**config.mk**
```make
export PLATFORM = sky130hd
export DESIGN_NAME = io_mmio_flat
export DESIGN_NICKNAME = d
export VERILOG_FILES = /design/src/rtl/io_mmio_pkg.sv /design/src/rtl/io_mmio_if.sv /design/src/rtl/io_mmio_fifo.sv /design/src/rtl/io_mmio.sv /design/src/flat_wrapper.sv
export SDC_FILE = /design/constraint.sdc
export NUM_CORES = 1
export LEC_CHECK = 0
export BUFFER_PORTS_ARGS = -buffer_cell sky130_fd_sc_hd__buf_2
export CORE_MARGIN = 2
export CORE_UTILIZATION = 50
export CTS_BUF_LIST = sky130_fd_sc_hd__clkbuf_16
export DETAILED_ROUTE_END_ITERATION = 8
export PLACE_DENSITY = 0.67
export SYNTH_ARGS = -nofsm -noshare
export SYNTH_HDL_FRONTEND = slang
export SYNTH_SLANG_ARGS = --single-unit
```
**constraint.sdc**
```tcl
create_clock -name clk -period 3.5 [get_ports clk]
set_input_delay 0.35 -clock clk [delete_from_list [all_inputs] [get_ports clk]]
set_output_delay 0.35 -clock clk [all_outputs]
set_load 0.005 [all_outputs]
```
**src/rtl/io_mmio_pkg.sv**
```systemverilog
// Shared constants for the memory-mapped I/O block: address map, UART_CTL bit positions, reset patterns.
// No logic, no latency.
// No flow control.
package io_mmio_pkg;

    localparam logic [15:0] ADDR_LEDR_LO  = 16'hFF00;
    localparam logic [15:0] ADDR_LEDR_HI  = 16'hFF01;
    localparam logic [15:0] ADDR_LEDG     = 16'hFF02;
    localparam logic [15:0] ADDR_SW_LO    = 16'hFF03;
    localparam logic [15:0] ADDR_SW_HI    = 16'hFF04;
    localparam logic [15:0] ADDR_KEY      = 16'hFF05;
    localparam logic [15:0] ADDR_KEY_EVT  = 16'hFF06;
    localparam logic [15:0] ADDR_UART_TXD = 16'hFF07;
    localparam logic [15:0] ADDR_UART_RXD = 16'hFF08;
    localparam logic [15:0] ADDR_UART_CTL = 16'hFF09;
    localparam logic [15:0] ADDR_IRQ_EN   = 16'hFF0A;
    localparam logic [15:0] ADDR_SEG_BASE = 16'hFF10;

    localparam int CTL_RX_NONEMPTY = 0;
    localparam int CTL_TX_NONFULL  = 1;
    localparam int CTL_TX_BUSY     = 2;
    localparam int CTL_RX_OVF      = 3;
    localparam int CTL_TX_OVF      = 4;
    localparam int CTL_TX_EMPTY    = 5;

    // All segments off (segments are active-low)
    localparam logic [6:0] SEG_BLANK = 7'h7F;

    typedef enum logic {
        TX_IDLE = 1'b0,
        TX_WAIT = 1'b1
    } tx_state_t;

    // Bus address of seven-segment digit i
    function automatic logic [15:0] seg_addr(input int i);
        return ADDR_SEG_BASE + 16'(i);
    endfunction

endpackage

```
**src/rtl/io_mmio_if.sv**
```systemverilog
// CPU data-bus port of the I/O block: address, strobes, write data, registered read data.
// Read data appears one cycle after the read strobe.
// No backpressure; every strobe is accepted.
interface io_mmio_if;
    logic [15:0] addr;
    logic        we;
    logic        re;
    logic [7:0]  di;
    logic [7:0]  dout;

    modport master (output addr, we, re, di, input dout);
    modport slave  (input addr, we, re, di, output dout);
endinterface

```
**src/rtl/io_mmio_fifo.sv**
```systemverilog
// Synchronous FIFO, depth 2**AW, head visible combinationally while non-empty.
// Push/pop take effect at the next edge.
// Push into a full FIFO is dropped unless a pop happens in the same cycle.
module io_mmio_fifo #(
    parameter int W  = 8,
    parameter int AW = 3
) (
    input  logic         clk,
    input  logic         rst_n,
    input  logic         push_i,
    input  logic [W-1:0] dat_i,
    input  logic         pop_i,
    output logic [W-1:0] head_o,
    output logic         full_o,
    output logic         empty_o
);
    localparam int          DEPTH   = 1 << AW;
    localparam logic [AW:0] PTR_ONE = (AW+1)'(1);

    logic [W-1:0] mem_q [DEPTH];
    logic [AW:0]  wptr_q, wptr_d;
    logic [AW:0]  rptr_q, rptr_d;
    logic         wr_en;
    logic         rd_en;

    // Extra pointer MSB distinguishes full from empty when the low bits match
    assign empty_o = (wptr_q == rptr_q);
    assign full_o  = (wptr_q[AW] != rptr_q[AW]) && (wptr_q[AW-1:0] == rptr_q[AW-1:0]);
    assign rd_en   = pop_i && !empty_o;
    assign wr_en   = push_i && (!full_o || rd_en);
    assign head_o  = mem_q[rptr_q[AW-1:0]];

    // Pointer advance
    always_comb begin
        wptr_d = wr_en ? wptr_q + PTR_ONE : wptr_q;
        rptr_d = rd_en ? rptr_q + PTR_ONE : rptr_q;
    end

    // Pointer registers; reset empties the FIFO
    always_ff @(posedge clk or negedge rst_n) begin
        if (!rst_n) begin
            wptr_q <= '0;
            rptr_q <= '0;
        end else begin
            wptr_q <= wptr_d;
            rptr_q <= rptr_d;
        end
    end

    // Storage; contents are don't-care until written
    always_ff @(posedge clk) begin
        if (wr_en) mem_q[wptr_q[AW-1:0]] <= dat_i;
    end

endmodule

```
**src/rtl/io_mmio.sv**
```systemverilog
// MMIO peripheral: LEDs, seven-segment digits, synchronised switches/keys with sticky press events, buffered UART.
// Writes land at the next edge; read data is registered, valid one cycle after the read strobe.
// TX/RX FIFOs drop on full and flag overflow; optional level interrupt under IO_MMIO_IRQ_EN.
module io_mmio
    import io_mmio_pkg::*;
#(
    parameter int NUM_SEG  = 4,
    parameter int NUM_LEDR = 10,
    parameter int NUM_LEDG = 8,
    parameter int NUM_SW   = 10,
    parameter int NUM_KEY  = 4,
    parameter int FIFO_AW  = 3
) (
    input  logic                  clk,
    input  logic                  rst_n,
    io_mmio_if.slave              bus,
    input  logic [NUM_SW-1:0]     switches_i,
    input  logic [NUM_KEY-1:0]    keys_i,
    output logic [NUM_LEDR-1:0]   ledr_o,
    output logic [NUM_LEDG-1:0]   ledg_o,
    output logic [7*NUM_SEG-1:0]  seg_o,
    input  logic [7:0]            uart_rx_data_i,
    input  logic                  uart_rx_done_i,
    output logic [7:0]            uart_tx_data_o,
    output logic                  uart_tx_start_o,
    input  logic                  uart_tx_done_i,
    input  logic [7:0]            boot_tx_data_i,
    input  logic                  boot_transmit_i,
    input  logic                  booting_i,
    output logic                  irq_o
);

    // ---------------- bus decode ----------------
    logic rd_req;
    logic wr_ledr_lo, wr_ledr_hi, wr_ledg, wr_key_evt, wr_txd, wr_ctl;
    logic rd_rxd;

    // A simultaneous write wins: the strobe pair is treated as a write only
    assign rd_req     = bus.re && !bus.we;
    assign wr_ledr_lo = bus.we && (bus.addr == ADDR_LEDR_LO);
    assign wr_ledr_hi = bus.we && (bus.addr == ADDR_LEDR_HI);
    assign wr_ledg    = bus.we && (bus.addr == ADDR_LEDG);
    assign wr_key_evt = bus.we && (bus.addr == ADDR_KEY_EVT);
    assign wr_txd     = bus.we && (bus.addr == ADDR_UART_TXD);
    assign wr_ctl     = bus.we && (bus.addr == ADDR_UART_CTL);
    assign rd_rxd     = rd_req && (bus.addr == ADDR_UART_RXD);

    // ---------------- input synchronisers ----------------
    logic [NUM_SW-1:0]  sw_s1_q, sw_s2_q;
    logic [NUM_KEY-1:0] key_s1_q, key_s2_q, key_s3_q;
    logic [NUM_KEY-1:0] key_press;

    // Two-flop synchronisers; key flops reset to the released (high) pin level so reset never fakes a press
    always_ff @(posedge clk or negedge rst_n) begin
        if (!rst_n) begin
            sw_s1_q  <= '0;
            sw_s2_q  <= '0;
            key_s1_q <= '1;
            key_s2_q <= '1;
            key_s3_q <= '1;
        end else begin
            sw_s1_q  <= switches_i;
            sw_s2_q  <= sw_s1_q;
            key_s1_q <= keys_i;
            key_s2_q <= key_s1_q;
            key_s3_q <= key_s2_q;
        end
    end

    // Press = synchronised pin fell from 1 to 0
    assign key_press = key_s3_q & ~key_s2_q;

    // ---------------- UART FIFOs ----------------
    logic       tx_push, tx_pop, tx_full, tx_empty;
    logic [7:0] tx_head;
    logic       rx_pop, rx_full, rx_empty;
    logic [7:0] rx_head;

    // TX bytes arriving on a full FIFO are dropped even if the FSM pops this cycle
    assign tx_push = wr_txd && !tx_full;
    assign rx_pop  = rd_rxd && !rx_empty;

    io_mmio_fifo #(.W(8), .AW(FIFO_AW)) u_tx_fifo (
        .clk     (clk),
        .rst_n   (rst_n),
        .push_i  (tx_push),
        .dat_i   (bus.di),
        .pop_i   (tx_pop),
        .head_o  (tx_head),
        .full_o  (tx_full),
        .empty_o (tx_empty)
    );

    io_mmio_fifo #(.W(8), .AW(FIFO_AW)) u_rx_fifo (
        .clk     (clk),
        .rst_n   (rst_n),
        .push_i  (uart_rx_done_i),
        .dat_i   (uart_rx_data_i),
        .pop_i   (rx_pop),
        .head_o  (rx_head),
        .full_o  (rx_full),
        .empty_o (rx_empty)
    );

    // ---------------- TX FSM ----------------
    tx_state_t  tx_state_q, tx_state_d;
    logic       tx_start_q, tx_start_d;
    logic [7:0] tx_hold_q, tx_hold_d;
    logic       tx_busy;

    // Next state: launch one byte at a time, never while the boot loader owns the line
    always_comb begin
        tx_state_d = tx_state_q;
        tx_start_d = 1'b0;
        tx_hold_d  = tx_hold_q;
        tx_pop     = 1'b0;
        case (tx_state_q)
            TX_IDLE: begin
                if (!tx_empty && !booting_i) begin
                    tx_pop     = 1'b1;
                    tx_start_d = 1'b1;
                    tx_hold_d  = tx_head;
                    tx_state_d = TX_WAIT;
                end
            end
            TX_WAIT: begin
                if (uart_tx_done_i) tx_state_d = TX_IDLE;
            end
            default: tx_state_d = TX_IDLE;
        endcase
    end

    // FSM state, start pulse and holding register
    always_ff @(posedge clk or negedge rst_n) begin
        if (!rst_n) begin
            tx_state_q <= TX_IDLE;
            tx_start_q <= 1'b0;
            tx_hold_q  <= '0;
        end else begin
            tx_state_q <= tx_state_d;
            tx_start_q <= tx_start_d;
            tx_hold_q  <= tx_hold_d;
        end
    end

    assign tx_busy         = (tx_state_q != TX_IDLE);
    assign uart_tx_start_o = booting_i ? boot_transmit_i : tx_start_q;
    assign uart_tx_data_o  = booting_i ? boot_tx_data_i  : tx_hold_q;

    // ---------------- register file ----------------
    logic [NUM_LEDR-1:0]     ledr_q, ledr_d;
    logic [NUM_LEDG-1:0]     ledg_q, ledg_d;
    logic [NUM_SEG-1:0][6:0] seg_q, seg_d;
    logic [NUM_KEY-1:0]      key_evt_q, key_evt_d;
    logic                    rx_ovf_q, rx_ovf_d;
    logic                    tx_ovf_q, tx_ovf_d;
    logic [7:0]              dout_q, dout_d;

    // Write side: LED/SEG updates, sticky event and overflow flags (a set beats a same-cycle clear)
    always_comb begin
        ledr_d = ledr_q;
        for (int i = 0; i < NUM_LEDR; i++) begin
            if ((i < 8) ? wr_ledr_lo : wr_ledr_hi) ledr_d[i] = bus.di[i % 8];
        end
        ledg_d = ledg_q;
        for (int i = 0; i < NUM_LEDG; i++) begin
            if (wr_ledg) ledg_d[i] = bus.di[i];
        end
        seg_d = seg_q;
        for (int i = 0; i < NUM_SEG; i++) begin
            if (bus.we && (bus.addr == seg_addr(i))) seg_d[i] = bus.di[6:0];
        end
        key_evt_d = key_evt_q;
        if (wr_key_evt) key_evt_d = key_evt_q & ~bus.di[NUM_KEY-1:0];
        key_evt_d = key_evt_d | key_press;
        rx_ovf_d = (rx_ovf_q && !(wr_ctl && bus.di[CTL_RX_OVF]))
                   || (uart_rx_done_i && rx_full && !rx_pop);
        tx_ovf_d = (tx_ovf_q && !(wr_ctl && bus.di[CTL_TX_OVF]))
                   || (wr_txd && tx_full);
    end

    // ---------------- optional interrupt ----------------
`ifdef IO_MMIO_IRQ_EN
    logic       wr_irq_en;
    logic [3:0] irq_en_q, irq_src;
    logic       irq_q;

    assign wr_irq_en = bus.we && (bus.addr == ADDR_IRQ_EN);
    assign irq_src   = {rx_ovf_q || tx_ovf_q, |key_evt_q, tx_empty, !rx_empty};

    // Enable register and registered level interrupt
    always_ff @(posedge clk or negedge rst_n) begin
        if (!rst_n) begin
            irq_en_q <= '0;
            irq_q    <= 1'b0;
        end else begin
            if (wr_irq_en) irq_en_q <= bus.di[3:0];
            irq_q <= |(irq_en_q & irq_src);
        end
    end

    assign irq_o = irq_q;
`else
    assign irq_o = 1'b0;
`endif

    // ---------------- read side ----------------
    logic [15:0] ledr_ext, sw_ext;
    logic [7:0]  ledg_ext, key_ext, evt_ext, ctl_rd;

    // Zero-extend every field so unused high bits read back as 0
    always_comb begin
        ledr_ext = '0;
        ledr_ext[NUM_LEDR-1:0] = ledr_q;
        sw_ext = '0;
        sw_ext[NUM_SW-1:0] = sw_s2_q;
        ledg_ext = '0;
        ledg_ext[NUM_LEDG-1:0] = ledg_q;
        key_ext = '0;
        key_ext[NUM_KEY-1:0] = ~key_s2_q;
        evt_ext = '0;
        evt_ext[NUM_KEY-1:0] = key_evt_q;
        ctl_rd = '0;
        ctl_rd[CTL_RX_NONEMPTY] = !rx_empty;
        ctl_rd[CTL_TX_NONFULL]  = !tx_full;
        ctl_rd[CTL_TX_BUSY]     = tx_busy;
        ctl_rd[CTL_RX_OVF]      = rx_ovf_q;
        ctl_rd[CTL_TX_OVF]      = tx_ovf_q;
        ctl_rd[CTL_TX_EMPTY]    = tx_empty;
    end

    // Read mux; unmapped addresses return 0, the output holds when there is no read
    always_comb begin
        dout_d = dout_q;
        if (rd_req) begin
            dout_d = '0;
            case (bus.addr)
                ADDR_LEDR_LO:  dout_d = ledr_ext[7:0];
                ADDR_LEDR_HI:  dout_d = ledr_ext[15:8];
                ADDR_LEDG:     dout_d = ledg_ext;
                ADDR_SW_LO:    dout_d = sw_ext[7:0];
                ADDR_SW_HI:    dout_d = sw_ext[15:8];
                ADDR_KEY:      dout_d = key_ext;
                ADDR_KEY_EVT:  dout_d = evt_ext;
                ADDR_UART_RXD: dout_d = rx_empty ? 8'h00 : rx_head;
                ADDR_UART_CTL: dout_d = ctl_rd;
`ifdef IO_MMIO_IRQ_EN
                ADDR_IRQ_EN:   dout_d = {4'b0000, irq_en_q};
`endif
                default:       dout_d = '0;
            endcase
            for (int i = 0; i < NUM_SEG; i++) begin
                if (bus.addr == seg_addr(i)) dout_d = {1'b0, seg_q[i]};
            end
        end
    end

    // Register state
    always_ff @(posedge clk or negedge rst_n) begin
        if (!rst_n) begin
            ledr_q    <= '0;
            ledg_q    <= '0;
            seg_q     <= {NUM_SEG{SEG_BLANK}};
            key_evt_q <= '0;
            rx_ovf_q  <= 1'b0;
            tx_ovf_q  <= 1'b0;
            dout_q    <= '0;
        end else begin
            ledr_q    <= ledr_d;
            ledg_q    <= ledg_d;
            seg_q     <= seg_d;
            key_evt_q <= key_evt_d;
            rx_ovf_q  <= rx_ovf_d;
            tx_ovf_q  <= tx_ovf_d;
            dout_q    <= dout_d;
        end
    end

    assign bus.dout = dout_q;
    assign ledr_o   = ledr_q;
    assign ledg_o   = ledg_q;
    assign seg_o    = seg_q;

endmodule

```
**src/flat_wrapper.sv**
```systemverilog
// flat-port wrapper written by rule: the top's interface ports become plain ports
module io_mmio_flat import io_mmio_pkg::*;
#(
    parameter int NUM_SEG  = 4,
    parameter int NUM_LEDR = 10,
    parameter int NUM_LEDG = 8,
    parameter int NUM_SW   = 10,
    parameter int NUM_KEY  = 4,
    parameter int FIFO_AW  = 3
)
  (clk, rst_n, switches_i, keys_i, ledr_o, ledg_o, seg_o, uart_rx_data_i, uart_rx_done_i, uart_tx_data_o, uart_tx_start_o, uart_tx_done_i, boot_tx_data_i, boot_transmit_i, booting_i, irq_o, bus_addr, bus_we, bus_re, bus_di, bus_dout);
  io_mmio_if bus_i ();
  input  logic clk;
  input  logic rst_n;
  input  logic [NUM_SW-1:0] switches_i;
  input  logic [NUM_KEY-1:0] keys_i;
  output logic [NUM_LEDR-1:0] ledr_o;
  output logic [NUM_LEDG-1:0] ledg_o;
  output logic [7*NUM_SEG-1:0] seg_o;
  input  logic [7:0] uart_rx_data_i;
  input  logic uart_rx_done_i;
  output logic [7:0] uart_tx_data_o;
  output logic uart_tx_start_o;
  input  logic uart_tx_done_i;
  input  logic [7:0] boot_tx_data_i;
  input  logic boot_transmit_i;
  input  logic booting_i;
  output logic irq_o;
  input wire logic [$bits(bus_i.addr)-1:0] bus_addr;
  input wire logic [$bits(bus_i.we)-1:0] bus_we;
  input wire logic [$bits(bus_i.re)-1:0] bus_re;
  input wire logic [$bits(bus_i.di)-1:0] bus_di;
  output wire logic [$bits(bus_i.dout)-1:0] bus_dout;
  assign bus_i.addr = bus_addr;
  assign bus_i.we = bus_we;
  assign bus_i.re = bus_re;
  assign bus_i.di = bus_di;
  assign bus_dout = bus_i.dout;
  io_mmio #(.NUM_SEG(NUM_SEG), .NUM_LEDR(NUM_LEDR), .NUM_LEDG(NUM_LEDG), .NUM_SW(NUM_SW), .NUM_KEY(NUM_KEY), .FIFO_AW(FIFO_AW)) u_core (.clk(clk), .rst_n(rst_n), .bus(bus_i), .switches_i(switches_i), .keys_i(keys_i), .ledr_o(ledr_o), .ledg_o(ledg_o), .seg_o(seg_o), .uart_rx_data_i(uart_rx_data_i), .uart_rx_done_i(uart_rx_done_i), .uart_tx_data_o(uart_tx_data_o), .uart_tx_start_o(uart_tx_start_o), .uart_tx_done_i(uart_tx_done_i), .boot_tx_data_i(boot_tx_data_i), .boot_transmit_i(boot_transmit_i), .booting_i(booting_i), .irq_o(irq_o));
endmodule
```
=== Word level (Yosys, flattened, before mapping) ===
Memories as Yosys holds them, arrays and structs flattened. A register that Yosys moved wholly into a read port is not among the register bits.
Index checks and enable logic that the tools add are counted.

* $add $sub $neg: 4
* Eq/ne operators: 20
* Mux-type cells: 17
* Bitwise logic cells: 6
* Reductions and logical operators: 43

{| class="wikitable"
|+ Operators with widths
! operator !! count
|-
| 16-bit equality test (second input constant) || 14
|-
| 8-bit one-hot mux with 9 select lines || 1
|-
| 8-bit 2-to-1 mux || 6
|-
| 1-bit logical AND || 28
|-
| 4-bit by 1-bit adder with 4-bit output (second input constant) || 4
|-
| 1-bit logical NOT || 10
|-
| 4-bit AND || 2
|-
| 4-bit equality test || 2
|-
| 1-bit 2-to-1 mux || 8
|-
| 4-bit inverter || 2
|-
| 3-bit equality test || 2
|-
| 1-bit logical OR || 4
|-
| 4-bit 2-to-1 mux || 1
|-
| 4-bit bitwise OR || 1
|-
| 1-bit inequality test || 2
|-
| 1-bit one-hot mux with 2 select lines || 1
|-
| 2-bit AND reduction || 1
|-
| 1-bit inverter || 1
|}

* Register bits after elaboration: 110
* Memory bits (writable): 128
* Bits of input ports: 62
* Output and inout port bits: 64
* Word-level logic and storage cells: 114
* Memories kept: 2

{| class="wikitable"
|+ Memories
! memory !! depth !! width !! read ports !! clocked after Yosys merged registers in !! write ports !! line !! source
|-
| u_core.u_rx_fifo.mem_q || 8 || 8 || 1 || 0 || 1 || io_mmio_fifo.sv:20 || <nowiki>logic [W-1:0] mem_q [DEPTH];</nowiki>
|-
| u_core.u_tx_fifo.mem_q || 8 || 8 || 1 || 1 || 1 || io_mmio_fifo.sv:20 ||
|}

=== Logic depth before layout (Yosys ltp) ===
* Depth after elaboration: 10
* Gate-level depth with buffers: 9
* Depth with buffers taken out: 7

=== Modules after synthesis ===
Synthesis repeated with hierarchy kept, for this count alone.

* Cell total of the unflattened synthesis: 671
* Area total of the unflattened synthesis: 10785.3 µm²

{| class="wikitable"
|+ Modules (own cells, without submodules)
! module !! instances !! cells an instance !! area each (µm²) !! sequential area each (µm²)
|-
| io_mmio_fifo || 2 || 150 || 3088.0 || 2122.0
|-
| io_mmio || 1 || 371 || 4609.4 || 2602.5
|}

=== Least setup slack after synthesis ===
OpenSTA, ideal clock, no wires.

* Kind: input -> register
* Start point: in bus_addr[11]
* End point: mem u_core.u_tx_fifo.mem_q[4][0], enable pin
* Setup time: 398 ps
* Data arrival time: 2335 ps
* Required time: 3102 ps
* Slack: 767 ps
* Cell stages on the path: 4
* Path buffers: 0
* Path through: nand4_1 nor4_2 nand4_1 nor4b_1

* Longest elaborated chain between the ends: 6

{| class="wikitable"
|+ RTL lines
! element !! line !! source
|-
| from (decl) || flat_wrapper.sv:29 || <nowiki>input wire logic [$bits(bus_i.addr)-1:0] bus_addr;</nowiki>
|-
| 16-bit equality test || io_mmio.sv:44 || <nowiki>assign wr_txd = bus.we && (bus.addr == ADDR_UART_TXD);</nowiki>
|-
| 1-bit logical AND || io_mmio.sv:44 ||
|-
| 1-bit logical AND || io_mmio.sv:80 || <nowiki>assign tx_push = wr_txd && !tx_full;</nowiki>
|-
| 1-bit logical AND || io_mmio_fifo.sv:30 || <nowiki>assign wr_en = push_i && (!full_o || rd_en);</nowiki>
|-
| 1-bit 2-to-1 mux || io_mmio_fifo.sv:52 || <nowiki>if (wr_en) mem_q[wptr_q[AW-1:0]] <= dat_i;</nowiki>
|-
| 1-bit 2-to-1 mux (not written as such) || io_mmio_fifo.sv:52 ||
|-
| to (decl) || io_mmio_fifo.sv:20 ||
|}

No other way between the ends.

=== Worst setup path in the final report ===
* Start point: reg u_core.u_rx_fifo.rptr_q[1]
* End point: mem u_core.u_rx_fifo.mem_q[2][1], enable pin

* Longest elaborated chain between the ends: 8
* Elaborated cells between the ends (all ways): 11
* Those cells by class: eq/ne (2); mux (2); reduce/logical (7)

{| class="wikitable"
|+ RTL lines
! element !! line !! source
|-
| from (decl) || io_mmio_fifo.sv:22 || <nowiki>logic [AW:0] rptr_q, rptr_d;</nowiki>
|-
| from (signal assigned) || io_mmio_fifo.sv:46 || <nowiki>rptr_q <= rptr_d;</nowiki>
|-
| 4-bit equality test || io_mmio_fifo.sv:27 || <nowiki>assign empty_o = (wptr_q == rptr_q);</nowiki>
|-
| 1-bit logical NOT || io_mmio_fifo.sv:29, io_mmio.sv:81 ||
|-
| 1-bit logical AND || io_mmio.sv:81 || <nowiki>assign rx_pop = rd_rxd && !rx_empty;</nowiki>
|-
| 1-bit logical AND || io_mmio_fifo.sv:29 || <nowiki>assign rd_en = pop_i && !empty_o;</nowiki>
|-
| 1-bit logical OR (*) || io_mmio_fifo.sv:30 ||
|-
| 1-bit logical AND (*) || io_mmio_fifo.sv:30 ||
|-
| 1-bit 2-to-1 mux (*) || io_mmio_fifo.sv:52 ||
|-
| 1-bit 2-to-1 mux (not written as such) (*) || io_mmio_fifo.sv:52 ||
|-
| to (decl) || io_mmio_fifo.sv:20 ||
|}

Mark *: on every way between the ends. The rest lies on a longest branch, timed or not.

==> results.py <==
metrics = {
    "setup_path": {
        "required_ps": 3650,
        "critical-path-top-delay-family": "simple AND/OR/NAND/NOR gates",
        "crit_slowest_cell": "dfrtp_1",
        "rrSetupSlack_ps": 790,
        "worstSetupStartpointType": "flop",
        "crit_path_max_fanout": 16,
        "cp_cell_sequence": "xnor2_1 -> nand4_1 -> a31oi_1 -> and2b_1 -> nand2b_1 -> nor2_1",
        "path_class": "flop to flop",
        "max_stage_delay_ps": 810,
        "cp-end-kind": "flop",
        "worstPathArrival_ps": 2860,
        "path_buf_inv": 0,
    },
    "pwr": {
        "p_per_area_nw_per_um2": 610,
        "p_leak_nw": 4.92,
        "ir_drop_uv": 457,
        "power_w": 0.00748,
    },
    "place": {
        "io_buffers": 124,
        "routabilityCongestion": 0.926,
        "place_inst": 1022,
        "placed_area_um2": 11200,
        "place_hpwl_um": 16600,
    },
    "die": {
        "die_w_um": 146,
        "start_util_pct": 50.6,
        "rows": 52,
        "dieArea_um2": 21400,
        "die_h_um": 146,
        "core_um2": 20000,
        "io_pins": 126,
    },
    "route": {
        "drtIter0Drc": 583,
        "drt-total-wl_um": 23800,
        "drc_errors": 0,
        "drtAntennaViolNets": 0,
        "via_per_inst": 5.76,
        "routedWlPerCell_um": 22.0,
        "vias": 6245,
        "first_pass_iters": 8,
    },
    "cells_and_area": {
        "final_nets": 861,
        "fillCellCount": 1569,
        "layoutNonFillerInstCount": 1085,
        "diodes": 0,
        "layout-drive-gt1-share_pct": 41.5,
        "stdcell_area_um2": 12300,
        "syn_to_final_growth_pct": 20.9,
    },
    "grt": {
        "grt.overflow.total": 0,
        "grt_max_degree": 61,
        "track_usage_pct": 22.7,
        "grt_pass1_wl_um": 37300,
        "antenna_found_initial": 0,
        "grt_pass1_vias": 6508,
    },
    "clock_tree": {
        "clockBufferDepth": 3,
        "htreeDepth": 1,
        "cts.clk_slew.worst_paths_ps": 60,
        "cts.sinks": 246,
        "cts_buffers": 26,
        "clk_latency_ps": 520,
        "cts_root_buffer": "clkbuf_16",
        "cts_tree": "done",
        "cts_resized": 0,
        "post_cts_buffers": 0,
    },
    "yosys": {
        "postSynthAreaPerCell_um2": 16.0,
        "ys_types": 63,
        "synth_area_um2": 10100,
        "synth_cells": 633,
        "async_flop_share_pct": 48.0,
        "yosysSeqAreaShare_pct": 67.5,
        "yosysWarnings": 0,
        "synth-edff-count": 128,
        "ys_seq_elements": 246,
        "syn-num-nets": 699,
        "synthFlopType": "edfxtp_1",
    },
    "timing": {
        "hold-worst-slack_ps": 15.0,
        "finalHoldViolCount": 0,
        "setup_viol_count_final": 0,
        "rsz0062_at_grt": "no",
        "fin_crit_ps": 2710,
        "maxClockFrequency_ghz": 0.369,
        "worst_slew_pin_slew_ps": 952,
        "skew_ps": 10.8,
        "period_share_pct": 77.5,
        "drv_slew": 0,
        "relSlewSlack_pct": 36.0,
        "setup_tns_ps": 0,
    },
    "outcome": {
        "status": "complete, no violations",
    },
    "run": {
        "max_cap_violations": 0,
    },
    "worst_hold_path": {
        "hp-class": "primary input to flop",
    },
}
[layout by cell type (no fill, tap or decap), types with 14 or more instances in the layout]
master,instances
o21ai_0,21
buf_2,123
dlygate4sd3_1,15
inv_1,14
nand2_1,38
dfstp_2,40
xnor2_1,15
dfrtp_1,78
mux2i_1,16
edfxtp_1,128
clkbuf_16,28
mux2_2,57
buf_4,25
mux4_2,32
nor2_1,26
[cell type report]
class                      instances  area, µm²  share of cell area, %
sequential                       246       6850                   55.8
timing repair buffer             164        973                   7.94
inverter                          11       41.3                  0.337
tap                              270        338                   2.75
multi-input combinational        346       3120                   25.4
clock inverter                    20        246                   2.01
clock buffer                      28        701                   5.71
[registers in the layout, summed over array words and instances, names as in the netlist, 8 cells and up]
register / count
u_core.ledr_o: 10
u_core.u_rx_fifo.mem_q: 64
u_core.sw_s1_q: 10
u_core.u_tx_fifo.mem_q: 64
u_core.seg_o: 28
u_core.tx_hold_q: 8
u_core.sw_s2_q: 10
u_core.bus.dout: 8
u_core.ledg_o: 8
[kinds of logic (layout without fill, tap and decap cells)]
kind of cell	after synthesis	count (layout)	synth area share, %
AO/OA/AOI/OAI	72	72	5.02
XOR/XNOR	20	20	1.73
adder cells (fa/ha/maj)	4	4	0.493
buffers and inverters	41	223	1.76
flip-flops	246	246	67.5
multiplexers	105	105	15.0
other	1	1	0.0370
AND/OR/NAND/NOR	144	144	8.45
[worst paths after layout]
kind                       cells past startpoint                      endpoint                        from
setup / recovery                               6  u_core.u_rx_fifo.mem_q[2][1]  u_core.u_rx_fifo.rptr_q[1]
hold / removal                                 2                u_core.tx_busy              uart_tx_done_i
setup reg to reg                               6  u_core.u_rx_fifo.mem_q[2][1]  u_core.u_rx_fifo.rptr_q[1]
hold reg to reg                                0            u_core.key_s2_q[1]          u_core.key_s1_q[1]
max in group asynchronous                      3               u_core.seg_o[1]                       rst_n
min in group asynchronous                      2    u_core.u_tx_fifo.rptr_q[1]                       rst_n
[cell usage after synthesis, types with 8 or more instances]
library cell  number  area (µm²)
buf_2             11        55.1
o21ai_0           21         105
dfrtp_1           78        1950
inv_1             11        41.3
nand2_1           38         143
o22ai_1            8        50.1
nand3_1           12        60.1
dfstp_2           40        1050
edfxtp_1         128        3840
nor3_1            12        60.1
clkbuf_1          13        48.8
xnor2_1           15         131
nor2_1            26        97.6
mux2_2            57         642
mux4_2            32         721
nand4_1           11        68.8
mux2i_1           16         160
[layer usage]
metal	global-route usage, %	share of wire, %	vias up
met5	0	0	-
met4	7.72	3.1	0
met3	4.03	6.3	49
met2	38.0	49	245
met1	30.4	42	3185
li1	-	-	2766
[where the power goes]
part | leakage (nW) | internal, W | switching, W
Sequential | 2.54 | 0.00331 | 0.000145
Combinational | 1.90 | 0.000486 | 0.000565
Clock | 0.479 | 0.00188 | 0.00109
[through the flow]
stage	utilization, %	worst slack [ps]
4_1_cts	61.2	743
5_1_grt	61.2	629
2_1_floorplan	-	767
6_report	61.2	788
3_3_place_gp	55.7	558
3_5_place_dp	55.7	483
[timing repair]
item | in CTS | in global routing
hold buffers | 15 | 0
setup endpoints to repair | 0 | 0
hold endpoints to repair | 45 | 0
Power figures use the tool's default switching activity.
